File: config.mk
export PLATFORM = sky130hd
export DESIGN_NAME = multdiv_wb_arbiter
export DESIGN_NICKNAME = d
export VERILOG_FILES = /design/src/rtl/multdiv_wb_pkg.sv /design/src/rtl/multdiv_wb_fifo.sv /design/src/rtl/multdiv_wb_arbiter.sv
export SDC_FILE = /design/constraint.sdc
export NUM_CORES = 1
export LEC_CHECK = 0
export ABC_AREA = 1
export ABC_CLOCK_PERIOD_IN_PS = 2400
export BUFFER_PORTS_ARGS = -buffer_cell sky130_fd_sc_hd__buf_2
export CAP_MARGIN = 25
export CORE_MARGIN = 4
export CORE_UTILIZATION = 52
export CTS_CLUSTER_DIAMETER = 200
export CTS_CLUSTER_SIZE = 20
export DETAILED_ROUTE_END_ITERATION = 6
export GPL_TIMING_DRIVEN = 0
export PLACE_DENSITY = 0.8
export SLEW_MARGIN = 20
export SYNTH_ARGS = -nofsm -noshare
export SYNTH_HDL_FRONTEND = slang
export SYNTH_HIERARCHICAL = 1
export SYNTH_SLANG_ARGS = --single-unit
File: constraint.sdc
create_clock -name clock -period 2.4 [get_ports clock]
set_input_delay 0.36 -clock clock [delete_from_list [all_inputs] [get_ports clock]]
set_output_delay 0.36 -clock clock [all_outputs]
set_load 0.02 [all_outputs]
File: src/rtl/multdiv_wb_pkg.sv
// Shared definitions for the mult/div writeback arbiter: instruction field
// positions, opcodes, exception codes and the buffered writeback entry.
package multdiv_wb_pkg;

  localparam logic [4:0] OP_MUL = 5'b00110;
  localparam logic [4:0] OP_DIV = 5'b00111;

  localparam logic [31:0] EXC_MUL = 32'd4;
  localparam logic [31:0] EXC_DIV = 32'd5;

  localparam int unsigned RD_HI = 26;
  localparam int unsigned RD_LO = 22;
  localparam int unsigned OP_HI = 6;
  localparam int unsigned OP_LO = 2;

  typedef struct packed {
    logic [4:0]  rd;
    logic [31:0] data;
  } wb_entry_t;

endpackage

File: src/rtl/multdiv_wb_fifo.sv
// Circular buffer of completed mult/div results. Exposes the count and each
// slot's valid/rd so the arbiter can build the busy mask.
module multdiv_wb_fifo
  import multdiv_wb_pkg::*;
#(
  parameter int unsigned DEPTH = 2
) (
  input  logic                         clk_i,
  input  logic                         rst_ni,
  input  logic                         push_i,
  input  wb_entry_t                    entry_i,
  input  logic                         pop_i,
  output wb_entry_t                    head_o,
  output logic                         empty_o,
  output logic [$clog2(DEPTH+1)-1:0]   count_o,
  output logic [DEPTH-1:0]             valid_o,
  output logic [4:0]                   rd_o [DEPTH]
);

  localparam int unsigned CntW = $clog2(DEPTH + 1);
  localparam int unsigned PtrW = (DEPTH > 1) ? $clog2(DEPTH) : 1;

  wb_entry_t        mem_q [DEPTH];
  logic [DEPTH-1:0] valid_q, valid_d;
  logic [PtrW-1:0]  wptr_q, rptr_q;
  logic [CntW-1:0]  count_q;
  logic             full, pop_eff, push_eff;

  assign empty_o  = (count_q == '0);
  assign full     = (count_q == CntW'(DEPTH));
  assign pop_eff  = pop_i & ~empty_o;
  // A slot freed by a same-cycle pop may be refilled.
  assign push_eff = push_i & (~full | pop_eff);

  // Slot occupancy: pop frees the head slot, push claims the tail slot.
  always_comb begin
    valid_d = valid_q;
    if (pop_eff)  valid_d[rptr_q] = 1'b0;
    if (push_eff) valid_d[wptr_q] = 1'b1;
  end

  // Pointer, count and storage update.
  always_ff @(posedge clk_i or negedge rst_ni) begin
    if (!rst_ni) begin
      wptr_q  <= '0;
      rptr_q  <= '0;
      count_q <= '0;
      valid_q <= '0;
      for (int unsigned i = 0; i < DEPTH; i++) mem_q[i] <= '0;
    end else begin
      if (push_eff) begin
        mem_q[wptr_q] <= entry_i;
        wptr_q        <= wptr_q + 1'b1;
      end
      if (pop_eff) rptr_q <= rptr_q + 1'b1;
      count_q <= count_q + CntW'(push_eff) - CntW'(pop_eff);
      valid_q <= valid_d;
    end
  end

  // Per-slot destination visibility.
  always_comb begin
    for (int unsigned i = 0; i < DEPTH; i++) rd_o[i] = mem_q[i].rd;
  end

  assign head_o  = mem_q[rptr_q];
  assign count_o = count_q;
  assign valid_o = valid_q;

endmodule

File: src/rtl/multdiv_wb_arbiter.sv
// Merges mult/div completions onto the single register-file write port behind
// the MW-stage writeback, and exports issue stall and register busy mask.
// Optional macro MULTDIV_WB_BYPASS_EN: a completion that finds the FIFO empty
// and the port free is written in the same cycle instead of being buffered.
module multdiv_wb_arbiter
  import multdiv_wb_pkg::*;
#(
  parameter int unsigned DEPTH       = 2,
  parameter logic [4:0]  RSTATUS_REG = 5'd30
) (
  input  logic        clock,
  input  logic        reset_n,
  input  logic        md_start,
  input  logic [31:0] md_start_ir,
  input  logic        md_ready,
  input  logic        md_x,
  input  logic [31:0] md_res,
  input  logic        mw_we,
  input  logic [4:0]  mw_rd,
  input  logic [31:0] mw_data,
  output logic        rf_we,
  output logic [4:0]  rf_rd,
  output logic [31:0] rf_data,
  output logic        issue_stall,
  output logic [31:0] busy_mask
);

  localparam int unsigned    CntW       = $clog2(DEPTH + 1);
  // One slot is always kept free for the result still in flight.
  localparam logic [CntW-1:0] StallCount = CntW'(DEPTH - 1);

  logic       inflight_valid_q, inflight_valid_d;
  logic [4:0] inflight_rd_q, inflight_rd_d;
  logic [4:0] inflight_op_q, inflight_op_d;

  logic       complete, done_keep, mw_claim, bypass_ok, bypass;
  wb_entry_t  done_entry, fifo_head;
  logic       fifo_push, fifo_pop, fifo_empty;
  logic [CntW-1:0]  fifo_count;
  logic [DEPTH-1:0] fifo_valid;
  logic [4:0]       fifo_rd [DEPTH];

  logic unused_ir;
  assign unused_ir = ^{md_start_ir[31:RD_HI+1], md_start_ir[RD_LO-1:OP_HI+1],
                       md_start_ir[OP_LO-1:0]};

  assign complete = md_ready & inflight_valid_q;
  assign mw_claim = mw_we & (mw_rd != 5'd0);

  // Track the single outstanding operation; a start while busy is dropped.
  always_comb begin
    inflight_valid_d = inflight_valid_q;
    inflight_rd_d    = inflight_rd_q;
    inflight_op_d    = inflight_op_q;
    if (complete) begin
      inflight_valid_d = 1'b0;
    end else if (md_start && !inflight_valid_q) begin
      inflight_valid_d = 1'b1;
      inflight_rd_d    = md_start_ir[RD_HI:RD_LO];
      inflight_op_d    = md_start_ir[OP_HI:OP_LO];
    end
  end

  // In-flight state register.
  always_ff @(posedge clock or negedge reset_n) begin
    if (!reset_n) begin
      inflight_valid_q <= 1'b0;
      inflight_rd_q    <= 5'd0;
      inflight_op_q    <= 5'd0;
    end else begin
      inflight_valid_q <= inflight_valid_d;
      inflight_rd_q    <= inflight_rd_d;
      inflight_op_q    <= inflight_op_d;
    end
  end

  // Build the writeback entry; exceptions redirect to the status register.
  always_comb begin
    done_entry.rd   = inflight_rd_q;
    done_entry.data = md_res;
    if (md_x) begin
      done_entry.rd   = RSTATUS_REG;
      done_entry.data = (inflight_op_q == OP_DIV) ? EXC_DIV : EXC_MUL;
    end
  end

  // Writes to r0 without exception carry no information and are dropped.
  assign done_keep = complete & (md_x | (inflight_rd_q != 5'd0));

`ifdef MULTDIV_WB_BYPASS_EN
  assign bypass_ok = done_keep;
`else
  assign bypass_ok = 1'b0;
`endif

  // Write-port priority: MW stage, then FIFO head, then optional bypass.
  always_comb begin
    rf_we    = 1'b0;
    rf_rd    = 5'd0;
    rf_data  = 32'd0;
    fifo_pop = 1'b0;
    bypass   = 1'b0;
    if (reset_n) begin
      if (mw_claim) begin
        rf_we   = 1'b1;
        rf_rd   = mw_rd;
        rf_data = mw_data;
      end else if (!fifo_empty) begin
        rf_we    = 1'b1;
        rf_rd    = fifo_head.rd;
        rf_data  = fifo_head.data;
        fifo_pop = 1'b1;
      end else if (bypass_ok) begin
        rf_we   = 1'b1;
        rf_rd   = done_entry.rd;
        rf_data = done_entry.data;
        bypass  = 1'b1;
      end
    end
  end

  assign fifo_push = done_keep & ~bypass;

  multdiv_wb_fifo #(
    .DEPTH (DEPTH)
  ) u_fifo (
    .clk_i   (clock),
    .rst_ni  (reset_n),
    .push_i  (fifo_push),
    .entry_i (done_entry),
    .pop_i   (fifo_pop),
    .head_o  (fifo_head),
    .empty_o (fifo_empty),
    .count_o (fifo_count),
    .valid_o (fifo_valid),
    .rd_o    (fifo_rd)
  );

  assign issue_stall = inflight_valid_q | (fifo_count >= StallCount);

  // Registers still owed a mult/div writeback; r0 is never busy.
  always_comb begin
    busy_mask = 32'd0;
    if (inflight_valid_q) busy_mask[inflight_rd_q] = 1'b1;
    for (int unsigned i = 0; i < DEPTH; i++) begin
      if (fifo_valid[i]) busy_mask[fifo_rd[i]] = 1'b1;
    end
    busy_mask[0] = 1'b0;
  end

`ifndef SYNTHESIS
  start_while_inflight: assert property (@(posedge clock) disable iff (!reset_n)
    !(md_start && inflight_valid_q));
`endif

endmodule

==> flow_summary.ini <==
[global_routing]
grt_max_degree = 36
grt_pass1_vias = 6338
antenna_found_initial = 0
grt_pass1_wl_mm = 32.11
grt_overflow_total = 0
grt_usage_pct = 30.38

[synthesis]
synth_area_mm2 = 0.006150
synth-seq-area-share_pct = 37.03
synth.distinct_cells = 27
synth_top_area_share_pct = 37.03
syn_nets = 1038
syn_avg_cell_area_um2 = 6.620
synth_seq_cells = 91
synth_area_leader_cell = dfrtp_1
ys_top_cells_by_area = dfrtp_1, nand2_1, nand4_1
ys_warn_count = 6
synth_cells = 929

[setup_path]
crit_fanout = 7
startpoint_type = flop
worstPathRequired_ns = 2.04
worstReg2RegStart = u_fifo/count_o[1]
cp-end-kind = primary output
crit_arrival_ns = 1.96
critPathKind = flop to primary output
reg2reg_to = u_fifo/count_o[1]
reg2regPathDepth = 14
r2r_slack_ns = 0.16

[floorplanning]
die_height_um = 116.8
num_rows = 39
die_w_um = 116.8
core-area_mm2 = 0.01152
ioPinCount = 178
die-area_mm2 = 0.01363
start_util_pct = 53.40

[placement]
place_congestion = 0.9430
placement.io_buffers = 153
place_hpwl_mm = 14.86
dp.cells = 1226

[timing]
final_period_minus_worst_setup_slack_ns = 2.318
setup_tns_ns = 0
worstMarginPinSlew_ns = 0.7679
finClkSkew_ns = 0.006398
relSlewSlack_pct = 48.41
rsz0062_at_grt = no
finalHoldViolations = 0
setup_viol = 0
max_freq_ghz = 0.4313
drv_slew = 0
holdWs_ns = 0.07889
post-route-period-util_pct = 96.60

[power_and_ir_drop]
cellPowerDensity_mw_per_mm2 = 1071
p_leak_nw = 4.338
peakVddDrop_mv = 0.4634

[status]
status = finished clean

[cts]
h-tree-depth = 3
clk_pin_slew_ns = 0.06
clock_latency_ns = 0.34
cts.sinks = 91
cts_buffers = 9
cts_tree = done
root_buffer = clkbuf_16
clk_path_buf_depth = 2

[final_layout]
final_common_cell = nand2_1
area_growth_pct = 21.77
final_cells = 1245
final_cell_mix = nand2_1, buf_2, nand4_1, dfrtp_1, nand3_1
drive_gt1_share_pct = 22.32
antennaDiodeCount = 0
final_nets = 1208

[detailed_routing]
drt_wl_total_mm = 20.62
wl_per_cell_um = 16.56
drtPass1Iterations = 5
remaining_drc_errors = 0
num_vias = 7135
drtIter0Drc = 768
postRouteAntennaNets = 0
via_per_inst = 5.731

[min_path]
hp-class = primary input to async pin

[flow_run]
cap_violations = 0
-- worst max-delay path by stage --
stage / from / endpoint / slack (ns)
finish: u_fifo/rd_o[5] / busy_mask[16] / 0.08
global route: u_fifo/count_o[0] / u_fifo/count_o[1] / 0.004
CTS: u_fifo/count_o[1] / u_fifo/count_o[1] / 0.03
detailed placement: reset_n / u_fifo/count_o[1] / -0.70
global placement: reset_n / u_fifo/count_o[1] / -1.76
floorplan: u_fifo/count_o[1] / u_fifo/count_o[1] / 0.30
-- report_power, final --
| group | switching (mW) | internal (mW) | leakage (nW) | total [mW] |
|---|---|---|---|---|
| registers | 0.428 | 2.20 | 1.15 | 2.63 |
| logic | 2.83 | 1.33 | 3.07 | 4.16 |
| clock network | 0.532 | 0.692 | 0.117 | 1.22 |
| total | 3.79 | 4.23 | 4.34 | 8.02 |
-- final cells by class --
cell class,count,area [um^2]
inverters,59,224.0
well taps,143,178.9
multi-input cells,704,3208
fillers,1090,4028
plain buffers,75,466.7
clock buffers,14,244.0
flip-flops and latches,91,2278
repair buffers,159,888.4
-- worst max-delay path, cell delays in order (launching register included) --
cell,delay [ns]
dfrtp_1,0.41
buf_4,0.16
nor3_1,0.63
nand2_1,0.12
nand3_1,0.13
buf_2,0.17
-- synth_stat cells --
| library cell | count |
|---|---|
| a21boi_0 | 1 |
| a21oi_1 | 9 |
| buf_1 | 3 |
| buf_2 | 27 |
| buf_4 | 15 |
| buf_6 | 11 |
| clkbuf_1 | 19 |
| conb_1 | 1 |
| dfrtp_1 | 91 |
| ha_1 | 2 |
| inv_1 | 54 |
| inv_2 | 4 |
| inv_4 | 1 |
| nand2_1 | 416 |
| nand3_1 | 73 |
| nand3_2 | 3 |
| nand3_4 | 1 |
| nand4_1 | 110 |
| nor2_1 | 44 |
| nor2_2 | 2 |
| nor3_1 | 27 |
| nor3_2 | 4 |
| nor3_4 | 3 |
| o21ai_0 | 5 |
| or2_2 | 1 |
| xnor2_1 | 1 |
| xor2_1 | 1 |
-- metal layers --
metal / track usage (%) / share of wire (%) / up-vias
met1: 41.79 / 40 / 3327
met2: 46.80 / 47 / 380
met4: 14.91 / 3.7 / 0
met3: 4.767 / 9.4 / 58
li1: - / - / 3370
met5: 0 / 0 / -
-- sequential cells by signal, indices dropped and copies added, names as in the netlist --
| signal | flops |
|---|---|
| u_fifo/rptr_q | 1 |
| u_fifo/wptr_q | 1 |
| inflight_valid_q | 1 |
| u_fifo/valid_o | 2 |
| u_fifo/count_o | 2 |
| inflight_op_q | 5 |
| u_fifo/mem_q | 64 |
| u_fifo/rd_o | 10 |
| inflight_rd_q | 5 |
-- stage by stage --
stage	util [%]	total power, mW	instance area [um^2]	setup slack (ns)
detailed placement	61.90	6.628	7128	-0.7034
global route	65.03	8.608	7488	0.004472
CTS	64.66	7.885	7446	0.03065
global placement	61.60	6.526	7094	-1.763
finish	65.03	8.020	7488	0.08154
floorplan	-	5.353	6150	0.2993
-- kinds of logic after synthesis --
| kind of cell | share of synthesized area, % |
|---|---|
| compound gates | 1.261 |
| xor+xnor | 0.2849 |
| fa+ha+maj | 0.4069 |
| buf+inv | 11.03 |
| flops | 37.03 |
| other cells | 0.06098 |
| simple gates | 49.93 |
-- what timing repair did --
item / in CTS / in global routing
hold buffers: 2 / 0
setup buffers: 0 / 2
resized for setup: 5 / 7
endpoints found under the setup margin: 38 / 19
gates cloned: 1 / 0
endpoints found under the hold margin: 23 / 0
Power figures use the tool's default switching activity.
